<file path="src/rtl/alu_nibble_sequencer.sv">
// Nibble-serial front end for a 74181-style 4-bit ALU slice: one WIDTH-bit op, one nibble per clock, LSB first.
// Latency: result valid NIB cycles after the accept edge; next accept no sooner than NIB+2 cycles after.
// Backpressure: result is held in DONE until out_ready; in_ready is low (and in_valid ignored) outside IDLE.

// One 74181 slice with active-high data. t1/t2 are the two internal operand terms
// selected by S; arithmetic adds them with carry, logic mode XNORs them carry-free.
module alu (
  input  logic [3:0] i_a,
  input  logic [3:0] i_b,
  input  logic [3:0] i_s,
  input  logic       i_m,
  input  logic       i_cn,
  output logic [3:0] o_f,
  output logic       o_cn_4,
  output logic       o_a_eq_b
);

  logic [3:0] w_t1;
  logic [3:0] w_t2;
  logic [4:0] w_sum;

  assign w_t1  = i_a | (i_b & {4{i_s[0]}}) | (~i_b & {4{i_s[1]}});
  assign w_t2  = (i_a & i_b & {4{i_s[3]}}) | (i_a & ~i_b & {4{i_s[2]}});
  // Carry pins are active-low: cn=0 injects a carry, cn_4=0 reports one.
  assign w_sum = {1'b0, w_t1} + {1'b0, w_t2} + {4'b0000, ~i_cn};

  // The carry lookahead does not depend on M, so cn_4 stays live in logic mode.
  assign o_f      = i_m ? ~(w_t1 ^ w_t2) : w_sum[3:0];
  assign o_cn_4   = ~w_sum[4];
  assign o_a_eq_b = &o_f;

endmodule

module alu_nibble_sequencer #(
  parameter int WIDTH = 16
) (
  input  logic             clk,
  input  logic             rst,
  input  logic             in_valid,
  output logic             in_ready,
  input  logic [3:0]       in_s,
  input  logic             in_m,
  input  logic             in_cn,
  input  logic [WIDTH-1:0] in_a,
  input  logic [WIDTH-1:0] in_b,
  output logic             out_valid,
  input  logic             out_ready,
  output logic [WIDTH-1:0] out_f,
  output logic             out_cout,
  output logic             out_eq
);

  localparam int NIB  = WIDTH / 4;
  localparam int IDXW = (NIB > 1) ? $clog2(NIB) : 1;
  localparam logic [IDXW-1:0] LAST_IDX = IDXW'(NIB - 1);

  typedef enum logic [1:0] {
    S_IDLE = 2'd0,
    S_RUN  = 2'd1,
    S_DONE = 2'd2
  } state_t;

  state_t           r_state;
  state_t           w_state_nxt;
  logic             w_accept;

  logic [3:0]       r_s;
  logic             r_m;
  logic [WIDTH-1:0] r_a;
  logic [WIDTH-1:0] r_b;
  logic [IDXW-1:0]  r_idx;
  logic             r_carry;
  logic             r_eq;
  logic [WIDTH-1:0] r_f;

  logic [3:0]       w_a_nib;
  logic [3:0]       w_b_nib;
  logic [3:0]       w_alu_f;
  logic             w_alu_cn4;
  logic             w_alu_aeqb;

  // The slice sees only registered state, so its inputs are glitch-free and one nibble per cycle.
  assign w_a_nib = r_a[{r_idx, 2'b00} +: 4];
  assign w_b_nib = r_b[{r_idx, 2'b00} +: 4];

  alu u_alu (
    .i_a      (w_a_nib),
    .i_b      (w_b_nib),
    .i_s      (r_s),
    .i_m      (r_m),
    .i_cn     (r_carry),
    .o_f      (w_alu_f),
    .o_cn_4   (w_alu_cn4),
    .o_a_eq_b (w_alu_aeqb)
  );

  // State register.
  always_ff @(posedge clk or posedge rst) begin
    if (rst) begin
      r_state <= S_IDLE;
    end else begin
      r_state <= w_state_nxt;
    end
  end

  // Next state and handshake outputs.
  always_comb begin
    w_state_nxt = r_state;
    in_ready    = 1'b0;
    out_valid   = 1'b0;
    w_accept    = 1'b0;
    case (r_state)
      S_IDLE: begin
        in_ready = 1'b1;
        if (in_valid) begin
          w_accept    = 1'b1;
          w_state_nxt = S_RUN;
        end
      end
      S_RUN: begin
        if (r_idx == LAST_IDX) begin
          w_state_nxt = S_DONE;
        end
      end
      S_DONE: begin
        out_valid = 1'b1;
        if (out_ready) begin
          w_state_nxt = S_IDLE;
        end
      end
      default: begin
        w_state_nxt = S_IDLE;
      end
    endcase
  end

  // Operand capture on accept, then one nibble of result, carry and equality per RUN cycle.
  always_ff @(posedge clk or posedge rst) begin
    if (rst) begin
      r_s     <= 4'h0;
      r_m     <= 1'b0;
      r_a     <= '0;
      r_b     <= '0;
      r_idx   <= '0;
      r_carry <= 1'b1;
      r_eq    <= 1'b0;
      r_f     <= '0;
    end else if (w_accept) begin
      r_s     <= in_s;
      r_m     <= in_m;
      r_a     <= in_a;
      r_b     <= in_b;
      r_idx   <= '0;
      r_carry <= in_cn;
      r_eq    <= 1'b1;
      r_f     <= '0;
    end else if (r_state == S_RUN) begin
      r_f[{r_idx, 2'b00} +: 4] <= w_alu_f;
      r_carry                  <= w_alu_cn4;
      r_eq                     <= r_eq & w_alu_aeqb;
      // idx parks on the last nibble rather than wrapping; accept clears it.
      if (r_idx != LAST_IDX) begin
        r_idx <= r_idx + 1'b1;
      end
    end
  end

  assign out_f    = r_f;
  assign out_cout = r_carry;
  assign out_eq   = r_eq;

endmodule

</file>
<file path="config.mk">
export PLATFORM = sky130hd
export DESIGN_NAME = alu_nibble_sequencer
export DESIGN_NICKNAME = d
export VERILOG_FILES = /design/src/rtl/alu_nibble_sequencer.sv
export SDC_FILE = /design/constraint.sdc
export NUM_CORES = 1
export LEC_CHECK = 0
export CAP_MARGIN = 10
export CORE_UTILIZATION = 47
export DETAILED_ROUTE_END_ITERATION = 10
export MAX_ROUTING_LAYER = met4
export PLACE_DENSITY = 0.85
export SLEW_MARGIN = 20
export SYNTH_ARGS = -nofsm -noshare
export SYNTH_HDL_FRONTEND = slang
export SYNTH_HIERARCHICAL = 1
export SYNTH_SLANG_ARGS = --single-unit
export TNS_END_PERCENT = 100
</file>
<file path="constraint.sdc">
create_clock -name clk -period 9.5 [get_ports clk]
set_input_delay 1.9 -clock clk [delete_from_list [all_inputs] [get_ports clk]]
set_output_delay 1.9 -clock clk [all_outputs]
set_load 0.05 [all_outputs]
</file>
==> impl_metrics.tcl <==
set metrics [dict create \
    status "complete, no violations" \
    synthFlopType "dfrtp_1" \
    io_buffers 61 \
    vias_per_cell 5.61 \
    instances_no_fill 360 \
    cts_resized 0 \
    routed_wl_microns 6130 \
    die_h_microns 81.0 \
    slew_headroom_pct 49.0 \
    detail_route.wl_per_cell_microns 17.0 \
    cts_buffers 9 \
    area_growth_pct 30.0 \
    p_total_mw 1.56 \
    ant_nets 0 \
    clock-sinks 59 \
    synth_top_cells_by_count "58 x dfrtp_1, 20 x mux2_1, 19 x mux2_2" \
    synth_seq_area_share_pct 50.4 \
    initial_core_util_pct 49.2 \
    ys_seq_elements 59 \
    ys_warn_count 6 \
    grt_max_degree 60 \
    startpoint_type "register" \
    ctsHtreeMaxLevel 3 \
    dp_cells 344 \
    yosysUniqueCellTypes 42 \
    grt_pass1_vias 2077 \
    seq_area_sq_um 1480 \
    place.gp.congestion 0.856 \
    multi_input_area_sq_um 1380 \
    async_flop_share_pct 100 \
    hold_buffers 0 \
    tightest_slew_ps 765 \
    diodes 0 \
    finalSetupViolCount 0 \
    cts_buffer_depth 2 \
    rows 28 \
    fin_skew_ps 8.21 \
    netlist.area_leader.share_pct 49.5 \
    postCtsSetupBuffers 0 \
    critPathKind "reg2out" \
    layout_min_cycle_time_ps 3920 \
    cts_tree "yes" \
    antenna_found_initial 0 \
    place_ws_ps 5840 \
    period_share_pct 41.3 \
    ff2ff_path_depth 10 \
    clk_latency_ps 330 \
    fp.coreArea_sq_um 5960 \
    synthCells 214 \
    end_kind "output port" \
    rsz0062_at_grt "no" \
    via_count 2019 \
    hold_depth 1 \
    drive_above_1_share_pct 17.9 \
    synth_edf_count 0 \
    drt-initial-drc-count 78 \
    drc 0 \
    grtUsageTotal_pct 21.5 \
    grt_pass1_wl_microns 9880 \
    cp_max_fo 9 \
    dr.pass1.iters 5 \
    postLayoutCoreUtil_pct 64.0 \
    path_clk_slew_ps 60 \
    nets 333 \
    dieArea_sq_um 6560 \
    setup_ws_ps 5580 \
    syn-num-nets 267 \
    dpl.hpwl_microns 4250 \
    worstPathRequired_ps 7600 \
    fin_setup_tns_ps 0 \
    syn-mean-instance-area_sq_um 13.7 \
    layout.filler_cells 464 \
    grt-ovfl-total 0 \
    drv_slew 0 \
    hold_class "reg2reg" \
    yosysMostFrequentCell "dfrtp_1" \
    ir_worst_vdd_uv 256 \
    synth_area_leaders "dfrtp_1 50%, mux2_1 7.7%, mux2_2 7.3%, mux4_2 6.1%, a22o_1 4.5%" \
    io_pins 62 \
    hold_viol 0 \
    syn-cell-area_sq_um 2930 \
    drv_cap 0 \
    die-width_microns 81.0 \
    yosys.area.top_type "dfrtp_1" \
    cts_root_buffer "clkbuf_8" \
    fmax_mhz 255 \
    arrival_ps 2020 \
    cellLeakagePower_nw 1.60 \
    power_density_nw_per_um2 408 \
]
-- layout by cell type, fill, tap and decap left out, drive strengths merged, types with 3 or more instances in the layout --
master         Yosys  layout
mux2i              4       4
mux2              39      39
a21oi              3       3
a22o              15      15
dfrtp             58      58
o21ai              7       7
clkbuf             3      15
and2               4       4
clkdlybuf4s50      0      61
nor2               7       7
nor2b             11      11
inv                8       8
a211o              3       3
mux4               8       8
a32o               4       4
ha                 9       9
-- layer usage --
layer	part of all wire, %	track usage, %
met1	42	25.2
met2	51	34.6
met3	5.4	4.94
met4	1.5	10.9
met5	0	-
-- critical path: stages (launching register included) --
cell and delay (ps):
dfrtp_1 540, inv_1 220, nor2_1 130, clkdlybuf4s50_1 810
-- where the power goes --
part | switching (mW) | total (mW) | leakage [nW] | internal, mW
combinational | 0.464 | 0.851 | 0.765 | 0.388
clock | 0.0896 | 0.233 | 0.104 | 0.143
sequential | 0.106 | 0.472 | 0.729 | 0.366
-- flip-flops by register name, summed over array words and instances, names as in the netlist --
register and flops:
r_s 4, r_b 16, r_idx 2, out_cout 1, out_f 16, r_m 1
out_eq 1, r_a 16, r_state 2
-- per-stage QoR --
stage	hold WS, ps	area [sq um]
global placement	465	3600
floorplan	452	2930
global route	510	3810
finish	488	3810
detailed placement	475	3600
CTS	490	3810
-- kinds of logic (layout without fill, tap and decap cells) --
family | after synthesis | after routing | share of synthesized area, %
adders and majority gates | 11 | 11 | 5.21
buffers and inverters | 16 | 87 | 2.82
xor gates and xnor gates | 1 | 1 | 0.299
DFF | 59 | 59 | 50.4
muxes | 51 | 51 | 22.5
AOI/OAI and AO/OA | 38 | 38 | 10.2
and+or+nand+nor | 38 | 38 | 8.62
-- final timing paths --
| path | start | end | slack, ps |
|---|---|---|---|
| setup reg to reg | r_idx[0] | out_f[9] | 5910 |
| hold reg to reg | r_b[3] | r_b[3] | 490 |
| setup / recovery | r_state[1] | out_valid | 5580 |
| max in group asynchronous | rst | r_state[1] | 6920 |
| min in group asynchronous | rst | out_f[6] | 2100 |
| hold / removal | r_b[3] | r_b[3] | 490 |
-- final cells by class --
class | instances | share of cell area (%)
Tap cell | 75 | 2.46
Multi-Input combinational cell | 139 | 36.1
Sequential cell | 59 | 38.8
Inverter | 8 | 0.788
Clock inverter | 1 | 0.788
Timing Repair Buffer | 63 | 16.4
Clock buffer | 15 | 4.63
No activity file was read; power rests on OpenSTA's default activity.
